### config.mk
export PLATFORM = sky130hd
export DESIGN_NAME = branch_resolve_ctrl_flat
export DESIGN_NICKNAME = d
export VERILOG_FILES = /design/src/rtl/branch_resolve_ctrl_if.sv /design/src/rtl/branch_resolve_ctrl.sv /design/src/flat_wrapper.sv
export SDC_FILE = /design/constraint.sdc
export NUM_CORES = 1
export LEC_CHECK = 0
export BUFFER_PORTS_ARGS = -buffer_cell sky130_fd_sc_hd__buf_2
export CAP_MARGIN = 20
export CORE_ASPECT_RATIO = 0.5
export CORE_UTILIZATION = 40
export DETAILED_ROUTE_END_ITERATION = 8
export HOLD_SLACK_MARGIN = 0.02
export PLACE_DENSITY = 0.65
export REMOVE_ABC_BUFFERS = 1
export SYNTH_ARGS = -nofsm -noshare
export SYNTH_HDL_FRONTEND = slang
export SYNTH_SLANG_ARGS = --single-unit
### constraint.sdc
create_clock -name clk -period 7.3 [get_ports clk]
set_input_delay 0.365 -clock clk [delete_from_list [all_inputs] [get_ports clk]]
set_output_delay 0.365 -clock clk [all_outputs]
set_load 0.01 [all_outputs]
### src/rtl/branch_resolve_ctrl_if.sv
// branch_resolve_ctrl_if
//   Groups the EX-stage resolution inputs, the redirect/flush outputs, the
//   predictor update handshake and the statistics outputs of
//   branch_resolve_ctrl.
//   master : pipeline/predictor side (drives EX inputs and upd_ready)
//   slave  : branch_resolve_ctrl (drives redirect, flush, upd_*, counters)
interface branch_resolve_ctrl_if #(
  parameter int CNT_W = 32
);
  logic             ex_valid;
  logic             ex_is_ctrl;
  logic             ex_stall;
  logic [31:0]      ex_pc;
  logic [31:0]      ex_pred_pc;
  logic [31:0]      ex_actual_pc;
  logic             redirect_valid;
  logic [31:0]      redirect_pc;
  logic             flush_if_id;
  logic             flush_id_ex;
  logic             upd_valid;
  logic             upd_ready;
  logic [31:0]      upd_addr;
  logic [31:0]      upd_next_pc;
  logic             upd_wrong;
  logic             q_full;
  logic [CNT_W-1:0] branch_cnt;
  logic [CNT_W-1:0] mispred_cnt;
  logic [7:0]       drop_cnt;

  modport master (
    output ex_valid, ex_is_ctrl, ex_stall, ex_pc, ex_pred_pc, ex_actual_pc, upd_ready,
    input  redirect_valid, redirect_pc, flush_if_id, flush_id_ex,
           upd_valid, upd_addr, upd_next_pc, upd_wrong, q_full,
           branch_cnt, mispred_cnt, drop_cnt
  );

  modport slave (
    input  ex_valid, ex_is_ctrl, ex_stall, ex_pc, ex_pred_pc, ex_actual_pc, upd_ready,
    output redirect_valid, redirect_pc, flush_if_id, flush_id_ex,
           upd_valid, upd_addr, upd_next_pc, upd_wrong, q_full,
           branch_cnt, mispred_cnt, drop_cnt
  );
endinterface

### src/rtl/branch_resolve_ctrl.sv
// branch_resolve_ctrl
//   Resolves the control-flow instruction in EX against its fetch-time
//   prediction. A mispredict produces a one-cycle redirect plus IF/ID and
//   ID/EX flush. Every resolved outcome is queued in a DEPTH-entry FIFO that
//   feeds the gshare predictor's update port, and branch/mispredict/drop
//   statistics are kept.
//   clk, rst : clock, synchronous active-high reset
//   bus      : slave side of branch_resolve_ctrl_if (EX inputs, redirect and
//              flush outputs, predictor update handshake, counters)
module branch_resolve_ctrl #(
  parameter int DEPTH = 4,
  parameter int CNT_W = 32
) (
  input  logic                 clk,
  input  logic                 rst,
  branch_resolve_ctrl_if.slave bus
);

  localparam int              PTR_W    = $clog2(DEPTH);
  localparam logic [PTR_W:0]  FULL_CNT = (PTR_W + 1)'(DEPTH);

  typedef enum logic [0:0] {
    IDLE    = 1'b0,
    RECOVER = 1'b1
  } state_t;

  state_t             state_r;
  state_t             state_nxt_s;
  logic               ev_s;
  logic               mis_s;
  logic               full_s;
  logic               empty_s;
  logic               push_s;
  logic               pop_s;
  logic               drop_s;
  logic [31:0]        redirect_pc_r;
  logic [PTR_W-1:0]   wr_ptr_r;
  logic [PTR_W-1:0]   rd_ptr_r;
  logic [PTR_W:0]     count_r;
  logic [31:0]        addr_mem_r  [DEPTH];
  logic [31:0]        npc_mem_r   [DEPTH];
  logic               wrong_mem_r [DEPTH];
  logic [CNT_W-1:0]   branch_cnt_r;
  logic [CNT_W-1:0]   mispred_cnt_r;
  logic [7:0]         drop_cnt_r;

  // Event decode and FIFO push/pop qualification
  always_comb begin
    ev_s    = bus.ex_valid & bus.ex_is_ctrl & ~bus.ex_stall & (state_r == IDLE);
    mis_s   = ev_s & (bus.ex_pred_pc != bus.ex_actual_pc);
    full_s  = (count_r == FULL_CNT);
    empty_s = (count_r == {(PTR_W + 1){1'b0}});
    pop_s   = ~empty_s & bus.upd_ready;
    // When full, a push only fits if the head leaves in the same cycle.
    push_s  = ev_s & (~full_s | pop_s);
    drop_s  = ev_s & full_s & ~pop_s;
  end

  // Next-state logic: RECOVER is a single-cycle pulse after a mispredict
  always_comb begin
    state_nxt_s = state_r;
    case (state_r)
      IDLE: begin
        if (mis_s) state_nxt_s = RECOVER;
        else       state_nxt_s = IDLE;
      end
      RECOVER: state_nxt_s = IDLE;
      default: state_nxt_s = IDLE;
    endcase
  end

  // State register and redirect target capture
  always_ff @(posedge clk) begin
    if (rst) begin
      state_r       <= IDLE;
      redirect_pc_r <= 32'h0000_0000;
    end else begin
      state_r <= state_nxt_s;
      if (mis_s) redirect_pc_r <= bus.ex_actual_pc;
    end
  end

  // FIFO storage; contents need no reset because reads are gated by occupancy
  always_ff @(posedge clk) begin
    if (!rst && push_s) begin
      addr_mem_r[wr_ptr_r]  <= bus.ex_pc;
      npc_mem_r[wr_ptr_r]   <= bus.ex_actual_pc;
      wrong_mem_r[wr_ptr_r] <= mis_s;
    end
  end

  // FIFO pointers and occupancy; pointers wrap naturally at DEPTH
  always_ff @(posedge clk) begin
    if (rst) begin
      wr_ptr_r <= {PTR_W{1'b0}};
      rd_ptr_r <= {PTR_W{1'b0}};
      count_r  <= {(PTR_W + 1){1'b0}};
    end else begin
      if (push_s) wr_ptr_r <= wr_ptr_r + 1'b1;
      if (pop_s)  rd_ptr_r <= rd_ptr_r + 1'b1;
      case ({push_s, pop_s})
        2'b10:   count_r <= count_r + 1'b1;
        2'b01:   count_r <= count_r - 1'b1;
        default: count_r <= count_r;
      endcase
    end
  end

  // Statistics counters; drop_cnt saturates, the others wrap
  always_ff @(posedge clk) begin
    if (rst) begin
      branch_cnt_r  <= {CNT_W{1'b0}};
      mispred_cnt_r <= {CNT_W{1'b0}};
      drop_cnt_r    <= 8'h00;
    end else begin
      if (ev_s)  branch_cnt_r  <= branch_cnt_r + 1'b1;
      if (mis_s) mispred_cnt_r <= mispred_cnt_r + 1'b1;
      if (drop_s && (drop_cnt_r != 8'hFF)) drop_cnt_r <= drop_cnt_r + 8'h01;
    end
  end

  assign bus.redirect_valid = (state_r == RECOVER);
  assign bus.flush_if_id    = (state_r == RECOVER);
  assign bus.flush_id_ex    = (state_r == RECOVER);
  assign bus.redirect_pc    = redirect_pc_r;
  assign bus.q_full         = full_s;
  assign bus.upd_valid      = ~empty_s;
  // Head fields are forced to 0 when empty so uninitialised storage never shows.
  assign bus.upd_addr       = empty_s ? 32'h0000_0000 : addr_mem_r[rd_ptr_r];
  assign bus.upd_next_pc    = empty_s ? 32'h0000_0000 : npc_mem_r[rd_ptr_r];
  assign bus.upd_wrong      = empty_s ? 1'b0 : wrong_mem_r[rd_ptr_r];
  assign bus.branch_cnt     = branch_cnt_r;
  assign bus.mispred_cnt    = mispred_cnt_r;
  assign bus.drop_cnt       = drop_cnt_r;

endmodule

### src/flat_wrapper.sv
// flat-port wrapper written by rule: the top's interface ports become plain ports
module branch_resolve_ctrl_flat 
#(
  parameter int DEPTH = 4,
  parameter int CNT_W = 32
)
  (clk, rst, bus_ex_valid, bus_ex_is_ctrl, bus_ex_stall, bus_ex_pc, bus_ex_pred_pc, bus_ex_actual_pc, bus_upd_ready, bus_redirect_valid, bus_redirect_pc, bus_flush_if_id, bus_flush_id_ex, bus_upd_valid, bus_upd_addr, bus_upd_next_pc, bus_upd_wrong, bus_q_full, bus_branch_cnt, bus_mispred_cnt, bus_drop_cnt);
  branch_resolve_ctrl_if #(.CNT_W(CNT_W)) bus_i ();
  input  logic clk;
  input  logic rst;
  input wire logic [$bits(bus_i.ex_valid)-1:0] bus_ex_valid;
  input wire logic [$bits(bus_i.ex_is_ctrl)-1:0] bus_ex_is_ctrl;
  input wire logic [$bits(bus_i.ex_stall)-1:0] bus_ex_stall;
  input wire logic [$bits(bus_i.ex_pc)-1:0] bus_ex_pc;
  input wire logic [$bits(bus_i.ex_pred_pc)-1:0] bus_ex_pred_pc;
  input wire logic [$bits(bus_i.ex_actual_pc)-1:0] bus_ex_actual_pc;
  input wire logic [$bits(bus_i.upd_ready)-1:0] bus_upd_ready;
  output wire logic [$bits(bus_i.redirect_valid)-1:0] bus_redirect_valid;
  output wire logic [$bits(bus_i.redirect_pc)-1:0] bus_redirect_pc;
  output wire logic [$bits(bus_i.flush_if_id)-1:0] bus_flush_if_id;
  output wire logic [$bits(bus_i.flush_id_ex)-1:0] bus_flush_id_ex;
  output wire logic [$bits(bus_i.upd_valid)-1:0] bus_upd_valid;
  output wire logic [$bits(bus_i.upd_addr)-1:0] bus_upd_addr;
  output wire logic [$bits(bus_i.upd_next_pc)-1:0] bus_upd_next_pc;
  output wire logic [$bits(bus_i.upd_wrong)-1:0] bus_upd_wrong;
  output wire logic [$bits(bus_i.q_full)-1:0] bus_q_full;
  output wire logic [$bits(bus_i.branch_cnt)-1:0] bus_branch_cnt;
  output wire logic [$bits(bus_i.mispred_cnt)-1:0] bus_mispred_cnt;
  output wire logic [$bits(bus_i.drop_cnt)-1:0] bus_drop_cnt;
  assign bus_i.ex_valid = bus_ex_valid;
  assign bus_i.ex_is_ctrl = bus_ex_is_ctrl;
  assign bus_i.ex_stall = bus_ex_stall;
  assign bus_i.ex_pc = bus_ex_pc;
  assign bus_i.ex_pred_pc = bus_ex_pred_pc;
  assign bus_i.ex_actual_pc = bus_ex_actual_pc;
  assign bus_i.upd_ready = bus_upd_ready;
  assign bus_redirect_valid = bus_i.redirect_valid;
  assign bus_redirect_pc = bus_i.redirect_pc;
  assign bus_flush_if_id = bus_i.flush_if_id;
  assign bus_flush_id_ex = bus_i.flush_id_ex;
  assign bus_upd_valid = bus_i.upd_valid;
  assign bus_upd_addr = bus_i.upd_addr;
  assign bus_upd_next_pc = bus_i.upd_next_pc;
  assign bus_upd_wrong = bus_i.upd_wrong;
  assign bus_q_full = bus_i.q_full;
  assign bus_branch_cnt = bus_i.branch_cnt;
  assign bus_mispred_cnt = bus_i.mispred_cnt;
  assign bus_drop_cnt = bus_i.drop_cnt;
  branch_resolve_ctrl #(.DEPTH(DEPTH), .CNT_W(CNT_W)) u_core (.clk(clk), .rst(rst), .bus(bus_i));
endmodule
Word-level counts from Yosys, hierarchy flattened. Memories as Yosys holds them, arrays and structs flattened. A register that Yosys moved wholly into a read port is not among the register bits. Index checks and enable logic that the tools add are counted.

Bits in writable memories: 260. Output and inout bits: 174. Register bits: 112. Memories kept: 3. Logic and storage cells: 56.

Memory list: u_core.addr_mem_r (words 4, bits a word 32, rd ports 1, clocked after memory_dff 1, write ports 1, RTL line branch_resolve_ctrl.sv:40) `logic [31:0] addr_mem_r [DEPTH];`; u_core.npc_mem_r (words 4, bits a word 32, rd ports 1, clocked after memory_dff 1, write ports 1, RTL line branch_resolve_ctrl.sv:41) `logic [31:0] npc_mem_r [DEPTH];`; u_core.wrong_mem_r (words 4, bits a word 1, rd ports 1, clocked after memory_dff 1, write ports 1, RTL line branch_resolve_ctrl.sv:42) `logic wrong_mem_r [DEPTH];`.

Bitwise gates (word level): 14. Mux-type cells: 14. Reductions and logical operators: 5. Equality and inequality tests: 5. Add/subtract/negate cells: 7.

Operators by type and width (number): $add 32x1->32 const B (2); $mux 32 (2); $ne 32x32->1 (1); $mux 2 (6); $add 8x1->8 const B (1); $and 1x1->1 (8); $ne 8x8->1 const B (1); $pmux 3 s2 (1); $not 1->1 (5); $add 2x1->2 const B (2); $mux 1 (4); $add 3x1->3 const B (1); $eq 3x3->1 const B (1); $logic_not 3->1 (1); $sub 3x1->3 const B (1); $eq 2x1->1 const B (1); $eq 2x2->1 const B (1); $logic_and 1x1->1 (2); $pmux 1 s2 (1); $reduce_bool 2->1 (1); $logic_not 1->1 (1); $or 1x1->1 (1).

Depth between registers and ports, before layout. Gate-level depths: netlist (run 1).

Word-level depth: 8. Depth in mapped cells: 10. Mapped depth without buffers: 7.

Worst setup path after synthesis (run 1). Ideal clock, no wire load.

Path type: register to register. From: reg u_core.state_r (netlist: u_core.bus.flush_id_ex). To: mem u_core.addr_mem_r[0][0] (enable). Period minus slack after synthesis: 3.165 ns. Cell stages (with the launch flop): 6. Path slack: 4.135 ns. Required time: 6.870 ns. Setup time: 0.430 ns. Arrival: 2.735 ns. Cells stage by stage: dfxtp_1 -> nand4bb_1 -> buf_2 -> clkbuf_1 -> nor3_1 -> and2_1.

Longest elaborated chain between the ends: 6.

Ends and longest elaborated chain: start: declaration (RTL line branch_resolve_ctrl.sv:27) `state_t state_r;`; start signal: assignment (RTL line branch_resolve_ctrl.sv:78) `state_r <= state_nxt_s;`; $not 1->1 (RTL line branch_resolve_ctrl.sv:49) `ev_s = bus.ex_valid & bus.ex_is_ctrl & ~bus.ex_stall & (state_r == IDLE);`; $and 1x1->1 (RTL line branch_resolve_ctrl.sv:49); $and 1x1->1 (RTL line branch_resolve_ctrl.sv:55) `push_s = ev_s & (~full_s | pop_s);`; $logic_and 1x1->1 (RTL line branch_resolve_ctrl.sv:85) `if (!rst && push_s) begin`; $mux 1 (RTL line branch_resolve_ctrl.sv:85); $mux 1 (implied by the code) (RTL line branch_resolve_ctrl.sv:86) `addr_mem_r[wr_ptr_r] <= bus.ex_pc;`; end: declaration (RTL line branch_resolve_ctrl.sv:40).

No other way between the ends.

==> flow_summary.yaml, run 1 <==
route:
  routed_via_density: 5.11
  dr.first_iter.drc_count: 518
  vias: 9853
  final_antenna_net_count: 0
  wl_met1_um: 14200
  post_drt_wl_per_cell_um: 18.6
  drc: 0
  top_layer_used: "met4"
  wl_met3_um: 1230
  firstDrtPassIters: 5
  wirelength_um: 35800
  wl_met2_um: 19700
floorplanning:
  start_util: 0.408
  num_rows: 51
  ioPinCount: 276
  fp.dieW_um: 284
  dieArea_sq_um: 40600
  die_y_um: 143
  design.core.area_sq_um: 39100
cells_and_area:
  multi_input_area_sq_um: 5490
  post-route-util: 0.484
  fillers: 3380
  area_delta_synth_final_pct: 18.7
  final-seq-area_sq_um: 10100
  drive_above_1_share: 0.323
  fin_cells: 1930
  antenna_cells: 0
  nets: 1482
  final_area_sq_um: 18900
logic_synthesis:
  synth-seq-cells: 374
  syn-cell-area_sq_um: 15900
  yosys_warnings: 0
  ys_types: 53
  synthCells: 1118
  postSynthAreaPerCell_sq_um: 14.2
  yosysSeqAreaShare: 0.634
sta:
  min_period_ps: 3350
  hold_viol_final: 0
  worstMarginPinSlew_ps: 1070
  holdWs_ps: 47.2
  clock-skew-final_ps: 21.2
  fin_tns_setup_ps: 0
  setup_viol: 0
  fin_crit_sh: 0.458
  slew_headroom: 0.285
  rsz0062_at_grt: "false"
  slew_viol_final: 0
  max_freq_mhz: 299
  setup_ws_ps: 3950
clock_tree:
  htreeDepth: 2
  cts_resized: 0
  clockBufferDepth: 3
  post_cts_buffers: 0
  path_clk_slew_ps: 70
  ctsHoldBuffers: 1
  clk_latency_ps: 540
  cts_buffers: 36
  cts_root_buf: "clkbuf_16"
  clkSinkCount: 374
  cts_tree: "built"
power:
  leakagePower_nw: 6.85
  ir_drop_uv: 133
  power_mw: 4.32
  power_density_nw_per_um2: 229
placed_design:
  place_congestion: 0.788
  dp_cells: 1863
  pre_cts_ws_ps: 4380
  placed_area_sq_um: 17700
  dpl.hpwl_um: 22600
  port_buffers: 275
min_path:
  worstHoldPathCells: 1
  hold_path_class: "input pin to register"
grt:
  track_usage: 0.172
  antenna_found_initial: 0
  grt_pass1_wl_um: 55300
  grt_pass1_vias: 10106
  grt_max_degree: 96
  grt-ovfl-total: 0
worst_setup_path:
  timing.rr.end: "u_core.bus.branch_cnt[29]"
  crit_end: "bus_upd_addr[10]"
  worstPathMaxFanout: 39
  path_class: "register to output pin"
  startpoint_type: "register"
  required_ps: 6930
  reg2regPathDepth: 5
  end_kind: "output pin"
  arrival_ps: 2980
  r2r-start: "u_core.bus.flush_id_ex"
  r2r_setup_slack_ps: 4620
run:
  cap_violations: 0
outcome:
  status: "finished clean"
==> metal layers <==
layer	vias to the layer above	GRT usage
met1	5022	0.200
met2	157	0.330
li1	4619	-
met5	-	0
met4	0	0.0475
met3	55	0.0276
==> cell usage after synthesis, drive strengths merged <==
cell type | count | share of area
a2111oi | 3 | 0.0017
a211oi | 7 | 0.0033
a21oi | 33 | 0.010
a311oi | 1 | 0.00055
a31oi | 1 | 0.00039
and2 | 71 | 0.028
and2b | 1 | 0.00055
and3 | 7 | 0.0028
and4 | 3 | 0.0017
and4bb | 1 | 0.00079
buf | 21 | 0.0078
clkbuf | 46 | 0.011
dfxtp | 114 | 0.14
edfxtp | 260 | 0.49
fa | 1 | 0.0013
ha | 7 | 0.0055
inv | 19 | 0.0045
mux2 | 33 | 0.023
mux2i | 34 | 0.021
mux4 | 65 | 0.092
nand2 | 25 | 0.0059
nand2b | 66 | 0.026
nand3 | 23 | 0.0072
nand4 | 37 | 0.017
nand4bb | 1 | 0.00071
nor2 | 83 | 0.020
nor2b | 30 | 0.012
nor3 | 21 | 0.0073
nor4 | 11 | 0.0053
nor4b | 2 | 0.0015
o2111ai | 1 | 0.00055
o211ai | 2 | 0.00094
o21ai | 6 | 0.0019
o221a | 1 | 0.00071
o31ai | 1 | 0.00047
or2 | 3 | 0.0012
or3 | 8 | 0.0035
or4 | 2 | 0.00094
xnor2 | 62 | 0.034
xor2 | 5 | 0.0028
==> logic make-up after synthesis <==
kind of cell / synth area share
AO/OA/AOI/OAI: 0.0208
buffers and inverters: 0.0237
adder cells (fa/ha/maj): 0.00676
flip-flops: 0.634
XOR/XNOR: 0.0369
AND/OR/NAND/NOR: 0.141
multiplexers: 0.137
==> cell usage in the layout, fill, tap and decap left out, drive strengths merged, types with 34 or more instances in the layout <==
cell type and instances:
buf 282, edfxtp 260, dfxtp 114, nor2 83, and2 71, nand2b 66
mux4 65, xnor2 62, clkbuf 52, nand4 37, mux2i 34
==> how the worst min path moves through the flow <==
stage	from	endpoint	slack, ps
CTS	bus_ex_pc[10]	u_core.addr_mem_r[3][10]	20
global route	bus_ex_pc[18]	u_core.addr_mem_r[0][18]	30
global placement	u_core.bus.redirect_pc[4]	u_core.bus.redirect_pc[4]	460
detailed placement	u_core.bus.redirect_pc[22]	u_core.bus.redirect_pc[22]	460
floorplan	rst	u_core.bus.branch_cnt[1]	430
finish	bus_ex_pc[4]	u_core.addr_mem_r[0][4]	50
==> critical path: stages, from the launching register on <==
cell	delay, ps
dfxtp_4	710
buf_4	780
mux4_2	600
and2_1	200
buf_2	140
==> cell type report <==
cell class | instances | area share
clock buffer | 52 | 0.0536
clock inverter | 14 | 0.00675
inverter | 19 | 0.00377
multi-input combinational | 658 | 0.290
sequential | 374 | 0.534
tap | 530 | 0.0351
timing repair buffer | 283 | 0.0763
==> where the power goes <==
group,switching (mW),internal (mW),leakage (nW)
combinational,0.113,0.0902,3.04
clock,0.785,1.04,0.551
sequential,0.0112,2.28,3.27
==> registers in the layout, indices dropped and copies added (netlist names), named ones only <==
| name | cells |
|---|---|
| u_core.count_r | 3 |
| u_core.wrong_mem_r | 4 |
| u_core.bus.flush_id_ex | 1 |
| u_core.rd_ptr_r | 2 |
| u_core.npc_mem_r | 128 |
| u_core.bus.branch_cnt | 32 |
| u_core.wr_ptr_r | 2 |
| u_core.addr_mem_r | 128 |
| u_core.bus.redirect_pc | 32 |
| u_core.bus.drop_cnt | 8 |
| u_core.bus.mispred_cnt | 32 |
No activity file was read; power rests on OpenSTA's default activity.
==> run 2: changes to the inputs <==
Settings changed: ABC_AREA set to 1.
Clock period 7.3 ns to 3.1 ns, I/O delays scaled along.
==> run 2 against run 1 <==
Compared with the run above: largest cell class unchanged; synthesized cell count grew 54%; worst hold slack gained 1.1 ps; clock skew down 0.61 ps; setup slack got worse by 3300 ps; clock power rose to 2.6 times the previous value; final area is 6.1% higher; critical path type unchanged; via count increased by 29%; global-route usage up 2.2 points; non-clock buffer count rose by 78.
==> flow_summary.yaml, run 2 <==
sta:
  clock-skew-final_ps: 20.6
  slew_viol_final: 0
  hold_viol_final: 0
  max_freq_mhz: 401
  holdWs_ps: 48.3
  rsz0062_at_grt: "false"
  setup_viol: 0
  min_period_ps: 2490
  slew_headroom: 0.272
  fin_crit_sh: 0.805
  worstMarginPinSlew_ps: 1090
logic_synthesis:
  synthArstFlopShare: 0
  syn-cell-area_sq_um: 16200
  synth_compound_gate_area_share: 0.0979
  postSynthAreaPerCell_sq_um: 9.37
  synthXorXnorAreaFrac: 0.0152
  synth_commonest_cells: "nor2_1, edfxtp_1, nand2_1"
  synthCells: 1723
  synth_top_area_cell: "edfxtp_1"
  yosys-top-cells-area: "edfxtp_1, dfxtp_1, nor2_1"
  ys_types: 36
  synth_edf_count: 260
  synth-seq-cells: 374
  yosys_warnings: 0
  yosys.area_share.simple: 0.210
  ys.flop_type: "edfxtp_1"
  synth_top_family_by_area: "simple AND/OR/NAND/NOR gates"
  synth_top_area_share: 0.483
  yosysMostFrequentCell: "nor2_1"
  synthAdderAreaFrac: 0.00666
  synth.mux.area_fraction: 0
  yosysSeqAreaShare: 0.625
clock_tree:
  cts_buffers: 36
  clockBufferDepth: 3
  cts_root_buf: "clkbuf_16"
  clkSinkCount: 374
  htreeDepth: 2
  path_clk_slew_ps: 70
  cts_tree: "built"
  clk_latency_ps: 530
worst_setup_path:
  timing.rr.end: "u_core.wrong_mem_r[0]"
  crit_end: "bus_upd_addr[7]"
  startpoint_type: "register"
  end_kind: "output pin"
  worstPathMaxFanout: 66
  arrival_ps: 2340
  reg2regPathDepth: 7
  required_ps: 2940
  path_class: "register to output pin"
  r2r_setup_slack_ps: 910
  r2r-start: "u_core.count_r[0]"
route:
  wirelength_um: 40700
  drc: 0
  final_antenna_net_count: 0
  firstDrtPassIters: 4
  dr.first_iter.drc_count: 956
  routed_via_density: 4.92
  post_drt_wl_per_cell_um: 15.7
  vias: 12753
cells_and_area:
  fillers: 3585
  post-route-util: 0.510
  drive_above_1_share: 0.185
  area_delta_synth_final_pct: 24.2
  antenna_cells: 0
  fin_cells: 2592
  nets: 2146
  reg_top3: "u_core.addr_mem_r: 128 flops, u_core.npc_mem_r: 128 flops"
  final_area_sq_um: 20100
  final_cell_mix: "nor2_1, buf_2, edfxtp_1"
  final_common_cell: "nor2_1"
placed_design:
  placed_area_sq_um: 18200
  dpl.hpwl_um: 25100
  dp_cells: 2464
  place_congestion: 0.825
  port_buffers: 275
grt:
  grt_max_degree: 97
  grt-ovfl-total: 0
  track_usage: 0.194
  grt_pass1_vias: 12115
  antenna_found_initial: 0
  grt_pass1_wl_um: 63800
power:
  switchingPower_mw: 3.41
  power_mw: 12.4
  combPwrFrac: 0.176
  power_frac_seq: 0.444
  power_density_nw_per_um2: 617
  ir_drop_uv: 279
  intPower_mw: 8.97
  swShare: 0.275
  leakagePower_nw: 7.83
  clock_power_share: 0.380
min_path:
  hold_path_class: "input pin to register"
run:
  cap_violations: 0
floorplanning:
  dieArea_sq_um: 41200
  die_y_um: 144
  fp.dieW_um: 286
  design.core.area_sq_um: 39300
  ioPinCount: 276
  start_util: 0.411
  num_rows: 51
outcome:
  status: "finished clean"
[run 2: power by group through the flow]
stage                     Sequential [mW]  Combinational (mW)  Clock [mW]
final                                5.49                2.18        4.71
after global routing                 5.50                2.41        4.99
after floorplan                      5.66                1.09           0
after global placement               5.60                2.12           0
after detailed placement             5.60                2.14           0
after CTS                            5.49                2.22        4.79
[run 2: cell families (layout without fill, tap and decap cells)]
family	count (synthesis)	count (layout)
flip-flops	374	374
XOR/XNOR	28	28
buffers and inverters	189	528
AND/OR/NAND/NOR	810	810
AO/OA/AOI/OAI	314	314
adder cells (fa/ha/maj)	8	8
[run 2: cell type report]
cell class | count | area, sq um | area share
clock buffers | 46 | 968 | 0.0483
multi-input cells | 1160 | 5370 | 0.268
clock inverters | 18 | 292 | 0.0145
inverters | 103 | 388 | 0.0193
repair buffers | 361 | 2280 | 0.114
well taps | 530 | 663 | 0.0331
flip-flops and latches | 374 | 10100 | 0.503
[run 2: worst min-delay path by stage]
stage,slack [ps],depth (start not counted),endpoint,from
3_5_place_dp,370,1,u_core.addr_mem_r[0][30],bus_ex_pc[30]
4_1_cts,20,2,u_core.bus.branch_cnt[0],rst
2_1_floorplan,220,1,u_core.bus.drop_cnt[1],rst
5_1_grt,40,2,u_core.bus.branch_cnt[0],rst
3_3_place_gp,370,1,u_core.addr_mem_r[3][5],bus_ex_pc[5]
6_report,50,2,u_core.bus.branch_cnt[0],rst
[run 2: routing by layer]
layer	vias to the layer above	GRT usage	routed length, um
li1	6439	-	-
met1	6022	0.242	17600
met2	225	0.345	20600
met3	67	0.0315	1430
met4	0	0.0678	1170
met5	-	0	0
[run 2: through the flow]
| stage | setup slack (ps) | setup TNS (ps) |
|---|---|---|
| 6_report | 605 | 0 |
| 3_3_place_gp | 951 | 0 |
| 3_5_place_dp | 915 | 0 |
| 4_1_cts | 559 | 0 |
| 5_1_grt | 447 | 0 |
| 2_1_floorplan | -2700 | -854790 |
[run 2: what timing repair did]
| action | CTS | global route |
|---|---|---|
| hold buffers | 64 | 0 |
| endpoints found under the hold margin | 261 | 0 |
| setup buffers | 0 | 0 |
| gates resized for setup | 0 | 0 |
[run 2: worst max-delay path: stages, from the launching register on]
cell,delay [ps]
dfxtp_4,630
buf_12,350
nor2_1,90
nor2_1,80
o21ai_0,100
a21oi_1,310
buf_2,200
